===== src/rtl/lfsr_keystream.sv =====
// Burst keystream generator: a Galois LFSR seeded per start request, streamed
// to a consumer over valid/ready, one word per accepted transfer.
module lfsr_keystream #(
    parameter int              nb_g    = 16,
    parameter logic [nb_g-1:0] taps_g  = 16'hB400,
    parameter int              cnt_w_g = 8
) (
    input  logic               clk_i,
    input  logic               rst_ni,
    input  logic               start_i,
    input  logic [nb_g-1:0]    seed_i,
    input  logic [cnt_w_g-1:0] len_i,
    output logic [nb_g-1:0]    key_o,
    output logic               key_valid_o,
    input  logic               key_ready_i,
    output logic               busy_o,
    output logic               done_o
);

    typedef enum logic [1:0] {IDLE, RUN, DONE} state_t;

    state_t             state;
    logic [nb_g-1:0]    lfsr;
    logic [cnt_w_g-1:0] remaining;

    function automatic logic [nb_g-1:0] galois_step(input logic [nb_g-1:0] cur);
        galois_step = cur[0] ? ((cur >> 1) ^ taps_g) : (cur >> 1);
    endfunction

    // An all-zero state is a fixed point of the LFSR, so a zero seed is replaced by 1.
    function automatic logic [nb_g-1:0] safe_seed(input logic [nb_g-1:0] s);
        safe_seed = (s == '0) ? nb_g'(1) : s;
    endfunction

    assign key_o = lfsr;

    always_ff @(posedge clk_i or negedge rst_ni) begin
        if (!rst_ni) begin
            state       <= IDLE;
            lfsr        <= '0;
            remaining   <= '0;
            key_valid_o <= 1'b0;
            busy_o      <= 1'b0;
            done_o      <= 1'b0;
        end else begin
            done_o <= 1'b0;
            case (state)
                IDLE: begin
                    if (start_i) begin
                        busy_o <= 1'b1;
                        if (len_i != '0) begin
                            lfsr        <= safe_seed(seed_i);
                            remaining   <= len_i;
                            key_valid_o <= 1'b1;
                            state       <= RUN;
                        end else begin
                            done_o <= 1'b1;
                            state  <= DONE;
                        end
                    end
                end
                RUN: begin
                    // State only moves on a transfer, so key_o is stable under backpressure.
                    if (key_ready_i) begin
                        lfsr      <= galois_step(lfsr);
                        remaining <= remaining - cnt_w_g'(1);
                        if (remaining == cnt_w_g'(1)) begin
                            key_valid_o <= 1'b0;
                            done_o      <= 1'b1;
                            state       <= DONE;
                        end
                    end
                end
                DONE: begin
                    busy_o <= 1'b0;
                    state  <= IDLE;
                end
                default: begin
                    key_valid_o <= 1'b0;
                    busy_o      <= 1'b0;
                    state       <= IDLE;
                end
            endcase
        end
    end

endmodule


===== config.mk =====
export PLATFORM = sky130hd
export DESIGN_NAME = lfsr_keystream
export DESIGN_NICKNAME = d
export VERILOG_FILES = /design/src/rtl/lfsr_keystream.sv
export SDC_FILE = /design/constraint.sdc
export NUM_CORES = 1
export LEC_CHECK = 0
export ABC_AREA = 1
export CORE_MARGIN = 2
export CORE_UTILIZATION = 48
export CTS_CLUSTER_SIZE = 30
export DETAILED_ROUTE_END_ITERATION = 8
export HOLD_SLACK_MARGIN = 0.05
export PLACE_DENSITY = 0.79
export RECOVER_POWER = 100
export SYNTH_ARGS = -nofsm -noshare
export SYNTH_HDL_FRONTEND = slang
export SYNTH_SLANG_ARGS = --single-unit

===== constraint.sdc =====
create_clock -name clk_i -period 1.7 [get_ports clk_i]
set_input_delay 0.17 -clock clk_i [delete_from_list [all_inputs] [get_ports clk_i]]
set_output_delay 0.17 -clock clk_i [all_outputs]
set_load 0.01 [all_outputs]

==> out/qor.json, run 1 <==
{
  "run_status": {"value": "finished clean"},
  "drtAntennaViolNets": {"value": 0},
  "clock_transition_at_the_registers_of_the_reported_paths": {"value": 0.06, "unit": "ns"},
  "wl": {"value": 3830, "unit": "um"},
  "antenna_found_initial": {"value": 0},
  "numPortBuffers": {"value": 46},
  "critPathMaxFanout": {"value": 18},
  "insertion_delay": {"value": 0.27, "unit": "ns"},
  "ff2ff_setup_slack": {"value": 0.21, "unit": "ns"},
  "wl_per_cell": {"value": 10.9, "unit": "um"},
  "slew_viol_final": {"value": 0},
  "final_min_period_over_clock_period": {"value": 0.879},
  "final_cell_mix": {"value": "sky130_fd_sc_hd__nand2_1 (98), sky130_fd_sc_hd__nor2_1 (29), sky130_fd_sc_hd__o21ai_0 (29), sky130_fd_sc_hd__dfrtp_1 (29), sky130_fd_sc_hd__clkdlybuf4s50_1 (26)"},
  "synth_warn": {"value": 0},
  "detailedPlace.worstSlack": {"value": 0.0637, "unit": "ns"},
  "yosysSeqAreaShare": {"value": 0.411},
  "crit_top_cell": {"value": "sky130_fd_sc_hd__nand2_1"},
  "syn_to_final_growth": {"value": 33.1, "unit": "%"},
  "area_of_the_die": {"value": 0.00418, "unit": "sq mm"},
  "routed-wl-met2": {"value": 1790, "unit": "um"},
  "timing.fmax": {"value": 669, "unit": "MHz"},
  "drcViolationCount": {"value": 0},
  "maximum_number_of_pins_on_one_net_before_global_route_repair": {"value": 39},
  "worst_path_max_delay_cell": {"value": "sky130_fd_sc_hd__dfrtp_1"},
  "syn-num-nets": {"value": 282},
  "max_slew.worst_pin.slew": {"value": 0.694, "unit": "ns"},
  "synth_cells": {"value": 252},
  "worstPathArrival": {"value": 1.70, "unit": "ns"},
  "cts_buffers": {"value": 5},
  "vias_in_the_first_global_route": {"value": 1651},
  "pwr_density_cell": {"value": 1760, "unit": "mW/mm^2"},
  "cap_viol_max_count": {"value": 0},
  "numClockSinks": {"value": 29},
  "insertedDiodeCount": {"value": 0},
  "crit_path_end_kind": {"value": "flip-flop"},
  "leakage": {"value": 1.16, "unit": "nW"},
  "layout_commonest_cell": {"value": "sky130_fd_sc_hd__nand2_1"},
  "synth.cell_area": {"value": 0.00177, "unit": "sq mm"},
  "setup_slack": {"value": 0.206, "unit": "ns"},
  "worst_r2r_path_depth": {"value": 8},
  "htree_levels": {"value": 2},
  "grt_pass1_wl": {"value": 7110, "unit": "um"},
  "synth.ff_latch_count": {"value": 29},
  "detailedPlacementHpwl": {"value": 2860, "unit": "um"},
  "globalRoute.totalOverflow": {"value": 0},
  "dieWidth": {"value": 64.7, "unit": "um"},
  "route.vias.total": {"value": 1669},
  "ir_worst_vdd": {"value": 0.863, "unit": "mV"},
  "vias_per_cell": {"value": 4.75},
  "worst_hold_path_type": {"value": "in2async"},
  "hold_buffers": {"value": 0},
  "floorplan.core_area": {"value": 0.00361, "unit": "sq mm"},
  "io_pins": {"value": 47},
  "layout-drive-gt1-share": {"value": 0.0990},
  "kind_of_critical_path": {"value": "reg2reg"},
  "drtPass1Iterations": {"value": 4},
  "clock-root-buffer": {"value": "sky130_fd_sc_hd__clkbuf_8"},
  "finalHoldViolCount": {"value": 0},
  "rr_endpoint": {"value": "key_o[4]"},
  "critPathRequiredTime": {"value": 1.90, "unit": "ns"},
  "floorplan.initialDensity": {"value": 0.490},
  "finalCriticalPeriod": {"value": 1.49, "unit": "ns"},
  "die-height": {"value": 64.7, "unit": "um"},
  "count_of_nets_after_finishing": {"value": 332},
  "finClkSkew": {"value": 0.00542, "unit": "ns"},
  "timing.critical_path.to": {"value": "key_o[4]"},
  "dr_wl_met3": {"value": 249, "unit": "um"},
  "grt_setup_unrepaired": {"value": "false"},
  "final.setup.tns": {"value": 0, "unit": "ns"},
  "dr.max_layer_used": {"value": "met4"},
  "setup.worst_path.start": {"value": "state[0]"},
  "finalSetupViolCount": {"value": 0},
  "worst_slew_margin_rel": {"value": 0.538},
  "grt.total_usage": {"value": 0.221},
  "cts_max_path_buffers": {"value": 2},
  "buffers_inserted_during_post_cts_setup_optimization": {"value": 0},
  "critical_path.reg2reg.startpoint": {"value": "state[0]"},
  "drt_first_iter_violations": {"value": 133},
  "placement_rows": {"value": 22},
  "cts_resized": {"value": 0},
  "globalplace.congestion": {"value": 0.807},
  "crit_path_cell_trace": {"value": "nor2_1 > nand2_1 > nand2_1 > nand2_1 > inv_2 > buf_12 > nand2_1 > o21ai_2"},
  "average_footprint_of_a_synthesized_cell": {"value": 7.01, "unit": "sq um"},
  "clock_tree_from_tritoncts": {"value": "built"},
  "critical-path-max-stage-delay": {"value": 0.41, "unit": "ns"},
  "m1WireLength": {"value": 1750, "unit": "um"},
  "synth_cell_types": {"value": 21},
  "startpoint_type": {"value": "flip-flop"}
}
power by group:
group | leakage [nW] | switching, W | internal (W)
clock | 0.0542 | 0.000250 | 0.000365
sequential | 0.361 | 0.000214 | 0.00102
combinational | 0.744 | 0.00133 | 0.000969
cell usage after synthesis:
| master | count | area share |
|---|---|---|
| sky130_fd_sc_hd__clkbuf_1 | 2 | 0.0043 |
| sky130_fd_sc_hd__nand2_1 | 91 | 0.19 |
| sky130_fd_sc_hd__dfrtp_1 | 29 | 0.41 |
| sky130_fd_sc_hd__ha_1 | 2 | 0.014 |
| sky130_fd_sc_hd__o21ai_0 | 27 | 0.076 |
| sky130_fd_sc_hd__nor2_1 | 28 | 0.059 |
| sky130_fd_sc_hd__inv_1 | 22 | 0.047 |
| sky130_fd_sc_hd__a21oi_1 | 4 | 0.011 |
| sky130_fd_sc_hd__nand2_2 | 10 | 0.035 |
| sky130_fd_sc_hd__a21boi_0 | 1 | 0.0043 |
| sky130_fd_sc_hd__o21ai_2 | 10 | 0.050 |
| sky130_fd_sc_hd__nor3_1 | 1 | 0.0028 |
| sky130_fd_sc_hd__buf_8 | 2 | 0.017 |
| sky130_fd_sc_hd__buf_6 | 1 | 0.0064 |
| sky130_fd_sc_hd__o32ai_1 | 1 | 0.0050 |
| sky130_fd_sc_hd__nand3_2 | 1 | 0.0057 |
| sky130_fd_sc_hd__inv_2 | 3 | 0.0064 |
| sky130_fd_sc_hd__buf_2 | 4 | 0.011 |
| sky130_fd_sc_hd__nand3_1 | 10 | 0.028 |
| sky130_fd_sc_hd__buf_4 | 1 | 0.0043 |
| sky130_fd_sc_hd__nor2_2 | 2 | 0.0071 |
registers in the layout (all words and copies together) (netlist names):
name	count
key_o	16
remaining	8
state	2
busy_o	1
done_o	1
key_valid_o	1
kinds of logic after synthesis:
| group | Yosys count | share of synthesized area |
|---|---|---|
| simple gates | 143 | 0.332 |
| compound gates | 43 | 0.147 |
| buf+inv | 35 | 0.0963 |
| flops | 29 | 0.411 |
| fa+ha+maj | 2 | 0.0142 |
per-layer routing:
| layer | vias to the layer above | GRT usage |
|---|---|---|
| met5 | - | 0 |
| met4 | 0 | 0.0559 |
| met3 | 4 | 0.0608 |
| met2 | 51 | 0.372 |
| met1 | 729 | 0.280 |
| li1 | 885 | - |
metrics by stage:
step                       util  area [sq um]  hold slack (ns)  instances  power, W
after global placement    0.635          2290            0.462        343   0.00368
after floorplan               -          1770           -0.126        252   0.00288
final                     0.652          2350            0.468        351   0.00415
after detailed placement  0.635          2290            0.461        343   0.00372
after CTS                 0.663          2390            0.292        351   0.00437
after global routing      0.652          2350            0.515        351   0.00461
critical path: cells and delay by family, from the launching register on:
kind	cells	cell delay, ns
DFF	1	0.41
and+or+nand+nor	5	0.63
AOI/OAI and AO/OA	1	0.05
buffers and inverters	2	0.34
how the worst min path moves through the flow:
stage | depth (start not counted) | end | slack (ns)
after floorplan | 0 | busy_o | -0.13
after global placement | 2 | key_valid_o | 0.46
after detailed placement | 2 | key_valid_o | 0.46
after CTS | 2 | remaining[0] | 0.29
after global routing | 2 | key_valid_o | 0.51
final | 2 | remaining[0] | 0.47
area by class of cell:
cell class	instances	area, sq um
Fill cell	347	1250
Multi-Input combinational cell	188	838
Sequential cell	29	726
Timing Repair Buffer	53	533
Clock buffer	7	96.3
Inverter	25	93.8
Tap cell	48	60.1
Clock inverter	1	5.00
Note: power is estimated with default switching activity, not from simulation.
==> inputs of run 2 (changes only) <==
ABC_AREA = unset   (was 1)
CORE_UTILIZATION = 40   (was 48)
PLACE_DENSITY = 0.68   (was 0.79)
clock period = 1.51 ns   (was 1.7 ns; I/O delays follow)
==> run 2 against run 1 <==
The flow now finishes with violations (negative setup slack); count of clock-buffer cells in the layout unchanged; power increased by 6.2%; hold slack worse by 0.11 ns; first-iteration DRC count decreased by 29%; largest power group unchanged; highest routed layer unchanged.
==> out/qor.json, run 2 <==
{
  "run_status": {"value": "finished, violations left"},
  "violations": {"value": "negative setup slack"},
  "synthTopCellsByArea": {"value": "sky130_fd_sc_hd__dfrtp_1 (42%), sky130_fd_sc_hd__mux2_4 (12%), sky130_fd_sc_hd__nand2_1 (10%), sky130_fd_sc_hd__a221oi_1 (3.1%), sky130_fd_sc_hd__a2bb2oi_1 (3.1%)"},
  "timing.fmax": {"value": 558, "unit": "MHz"},
  "syn-num-nets": {"value": 207},
  "final_cell_mix": {"value": "sky130_fd_sc_hd__nand2_1 (46), sky130_fd_sc_hd__buf_4 (34), sky130_fd_sc_hd__dfrtp_1 (28)"},
  "pwr-share-comb": {"value": 0.481},
  "worst_path_max_delay_cell": {"value": "sky130_fd_sc_hd__dfrtp_1"},
  "finalHoldViolCount": {"value": 0},
  "insertion_delay": {"value": 0.28, "unit": "ns"},
  "count_of_nets_after_finishing": {"value": 295},
  "average_footprint_of_a_synthesized_cell": {"value": 9.73, "unit": "sq um"},
  "layout_commonest_cell": {"value": "sky130_fd_sc_hd__nand2_1"},
  "numPortBuffers": {"value": 46},
  "slew_viol_final": {"value": 0},
  "synth.cell_area": {"value": 0.00172, "unit": "sq mm"},
  "critical-path-max-stage-delay": {"value": 0.40, "unit": "ns"},
  "setup_slack": {"value": -0.281, "unit": "ns"},
  "grt.total_usage": {"value": 0.202},
  "syn_to_final_growth": {"value": 69.1, "unit": "%"},
  "synth_enable_flop_cells": {"value": 0},
  "numClockSinks": {"value": 29},
  "drcViolationCount": {"value": 0},
  "wl_per_cell": {"value": 15.3, "unit": "um"},
  "finalCriticalPeriod": {"value": 1.79, "unit": "ns"},
  "synth_warn": {"value": 0},
  "crit_path_end_kind": {"value": "flip-flop"},
  "startpoint_type": {"value": "flip-flop"},
  "pwr_density_cell": {"value": 1510, "unit": "mW/mm^2"},
  "yosys.area.top_type_share": {"value": 0.421},
  "path_buf_inv": {"value": 1},
  "route.vias.total": {"value": 1649},
  "synth.most_common_cell": {"value": "sky130_fd_sc_hd__nand2_1"},
  "hold_buffers": {"value": 0},
  "crit_path_cell_trace": {"value": "inv_2 > ha_4 > or3b_4 > or3_4 > a221oi_2 > a2bb2oi_1"},
  "flip_flop_count_of_the_largest_register_all_copies_and_words_added": {"value": 16},
  "vias_in_the_first_global_route": {"value": 1627},
  "cap_viol_max_count": {"value": 0},
  "detailedPlace.worstSlack": {"value": -0.667, "unit": "ns"},
  "power.sequential.fraction": {"value": 0.329},
  "final_min_period_over_clock_period": {"value": 1.19},
  "n_fill_cell": {"value": 296},
  "clock-root-buffer": {"value": "sky130_fd_sc_hd__clkbuf_8"},
  "insertedDiodeCount": {"value": 0},
  "finClkSkew": {"value": 0.00907, "unit": "ns"},
  "floorplan.initialDensity": {"value": 0.422},
  "detailedPlacementHpwl": {"value": 3130, "unit": "um"},
  "worst_hold_path_type": {"value": "in2reg"},
  "cts_max_path_buffers": {"value": 2},
  "yosysSeqAreaShare": {"value": 0.421},
  "maximum_number_of_pins_on_one_net_before_global_route_repair": {"value": 30},
  "dieWidth": {"value": 69.6, "unit": "um"},
  "vias_per_cell": {"value": 5.22},
  "grt_setup_unrepaired": {"value": "true"},
  "dominantRegCellSynth": {"value": "sky130_fd_sc_hd__dfrtp_1"},
  "yosysTopAreaCell": {"value": "sky130_fd_sc_hd__dfrtp_1"},
  "cts_buffers": {"value": 5},
  "post_synth_most_frequent_cells": {"value": "sky130_fd_sc_hd__nand2_1 (47), sky130_fd_sc_hd__dfrtp_1 (29), sky130_fd_sc_hd__mux2_4 (14)"},
  "final.setup.tns": {"value": -1.78, "unit": "ns"},
  "drt_first_iter_violations": {"value": 94},
  "final_core_util": {"value": 0.713},
  "io_pins": {"value": 47},
  "grt_pass1_wl": {"value": 7910, "unit": "um"},
  "internal_power": {"value": 0.00298, "unit": "W"},
  "ir_worst_vdd": {"value": 1.25, "unit": "mV"},
  "worst_slew_margin_rel": {"value": 0.519},
  "clock_tree_from_tritoncts": {"value": "built"},
  "power.switching": {"value": 0.00142, "unit": "W"},
  "drtPass1Iterations": {"value": 4},
  "critPathMaxFanout": {"value": 2},
  "worstPathArrival": {"value": 2.00, "unit": "ns"},
  "path_delay_family": {"value": "simple AND/OR/NAND/NOR gates"},
  "antenna_found_initial": {"value": 0},
  "area_of_the_die": {"value": 0.00485, "unit": "sq mm"},
  "wl": {"value": 4830, "unit": "um"},
  "kind_of_critical_path": {"value": "reg2reg"},
  "postSynth.asyncResetShare": {"value": 1.00},
  "htree_levels": {"value": 2},
  "placement_rows": {"value": 23},
  "critPathRequiredTime": {"value": 1.72, "unit": "ns"},
  "globalplace.congestion": {"value": 0.863},
  "globalRoute.totalOverflow": {"value": 0},
  "totalPowerFinal": {"value": 0.00440, "unit": "W"},
  "proportion_of_power_drawn_by_the_clock_network": {"value": 0.189},
  "clock_transition_at_the_registers_of_the_reported_paths": {"value": 0.07, "unit": "ns"},
  "layout-drive-gt1-share": {"value": 0.376},
  "leakage": {"value": 1.32, "unit": "nW"},
  "synth_cells": {"value": 177},
  "drtAntennaViolNets": {"value": 0},
  "synth.ff_latch_count": {"value": 29},
  "max_slew.worst_pin.slew": {"value": 0.722, "unit": "ns"},
  "synth_cell_types": {"value": 34},
  "floorplan.core_area": {"value": 0.00409, "unit": "sq mm"},
  "die-height": {"value": 69.6, "unit": "um"},
  "power.switching_fraction": {"value": 0.322},
  "finalSetupViolCount": {"value": 24}
}
-- run 2: cell count changes after synthesis, sizes merged, moves of 11 or more --
cell	previous run	this run
inv	25	5
mux2	0	18
nand2	101	47
nand3	11	0
nor2	30	6
o21ai	37	8
-- run 2: power groups by stage --
stage                     Combinational, W  Sequential, W  Clock (W)
after floorplan                   0.000936        0.00151          0
after global placement             0.00191        0.00144          0
after detailed placement           0.00194        0.00144          0
after CTS                          0.00213        0.00144   0.000841
after global routing               0.00231        0.00151   0.000883
final                              0.00212        0.00145   0.000834
-- run 2: worst min-delay path, delay by kind of cell --
| family | cells | cell delay (ns) |
|---|---|---|
| simple gates | 1 | 0.05 |
| compound gates | 1 | 0.06 |
| mux | 1 | 0.13 |
| buf+inv | 1 | 0.20 |
-- run 2: routing by layer --
layer | part of all wire | track usage | wire length (um)
met1 | 0.46 | 0.280 | 2230
met5 | 0 | 0 | 0
met2 | 0.50 | 0.327 | 2420
met3 | 0.030 | 0.0349 | 146
met4 | 0.0081 | 0.0513 | 39
-- run 2: kinds of logic (layout without fill, tap and decap cells) --
group,after synthesis,after routing,share of synthesized area
and+or+nand+nor,74,74,0.201
muxes,18,18,0.148
DFF,29,29,0.421
xor gates and xnor gates,3,3,0.0153
adders and majority gates,2,2,0.0145
buffers and inverters,16,105,0.0443
AOI/OAI and AO/OA,35,35,0.155
-- run 2: stage by stage --
stage / hold WS (ns) / std cells / cell area [sq um]
after floorplan: -0.145 / 177 / 1730
after global routing: 0.387 / 316 / 2910
after global placement: 0.482 / 295 / 2470
after detailed placement: 0.497 / 295 / 2470
after CTS: 0.265 / 314 / 2790
final: 0.354 / 316 / 2910
-- run 2: cell type report --
| type | count | area, sq um | area share |
|---|---|---|---|
| multi-input cells | 132 | 1070 | 0.368 |
| well taps | 50 | 62.6 | 0.0215 |
| inverters | 5 | 18.8 | 0.00644 |
| repair buffers | 92 | 917 | 0.315 |
| flip-flops and latches | 29 | 727 | 0.249 |
| clock inverters | 1 | 30.0 | 0.0103 |
| clock buffers | 7 | 86.3 | 0.0296 |
-- run 2: worst paths after layout --
| path | startpoint | to | slack (ns) | cells past startpoint |
|---|---|---|---|---|
| hold reg to reg | busy_o | busy_o | 0.50 | 2 |
| setup reg to reg | remaining[1] | remaining[6] | -0.28 | 6 |
| min in group asynchronous | rst_ni | busy_o | 0.45 | 2 |
| max in group asynchronous | rst_ni | key_o[0] | 0.55 | 2 |
| hold / removal | len_i[1] | remaining[1] | 0.35 | 4 |
| setup / recovery | remaining[1] | remaining[6] | -0.28 | 6 |
-- run 2: timing repair --
| item | CTS | global route |
|---|---|---|
| resized for setup | 35 | 20 |
| endpoints found under the setup margin | 26 | 29 |
| cloned | 1 | 2 |
| buffers inserted | 10 | 6 |
| pin swaps | 9 | 11 |
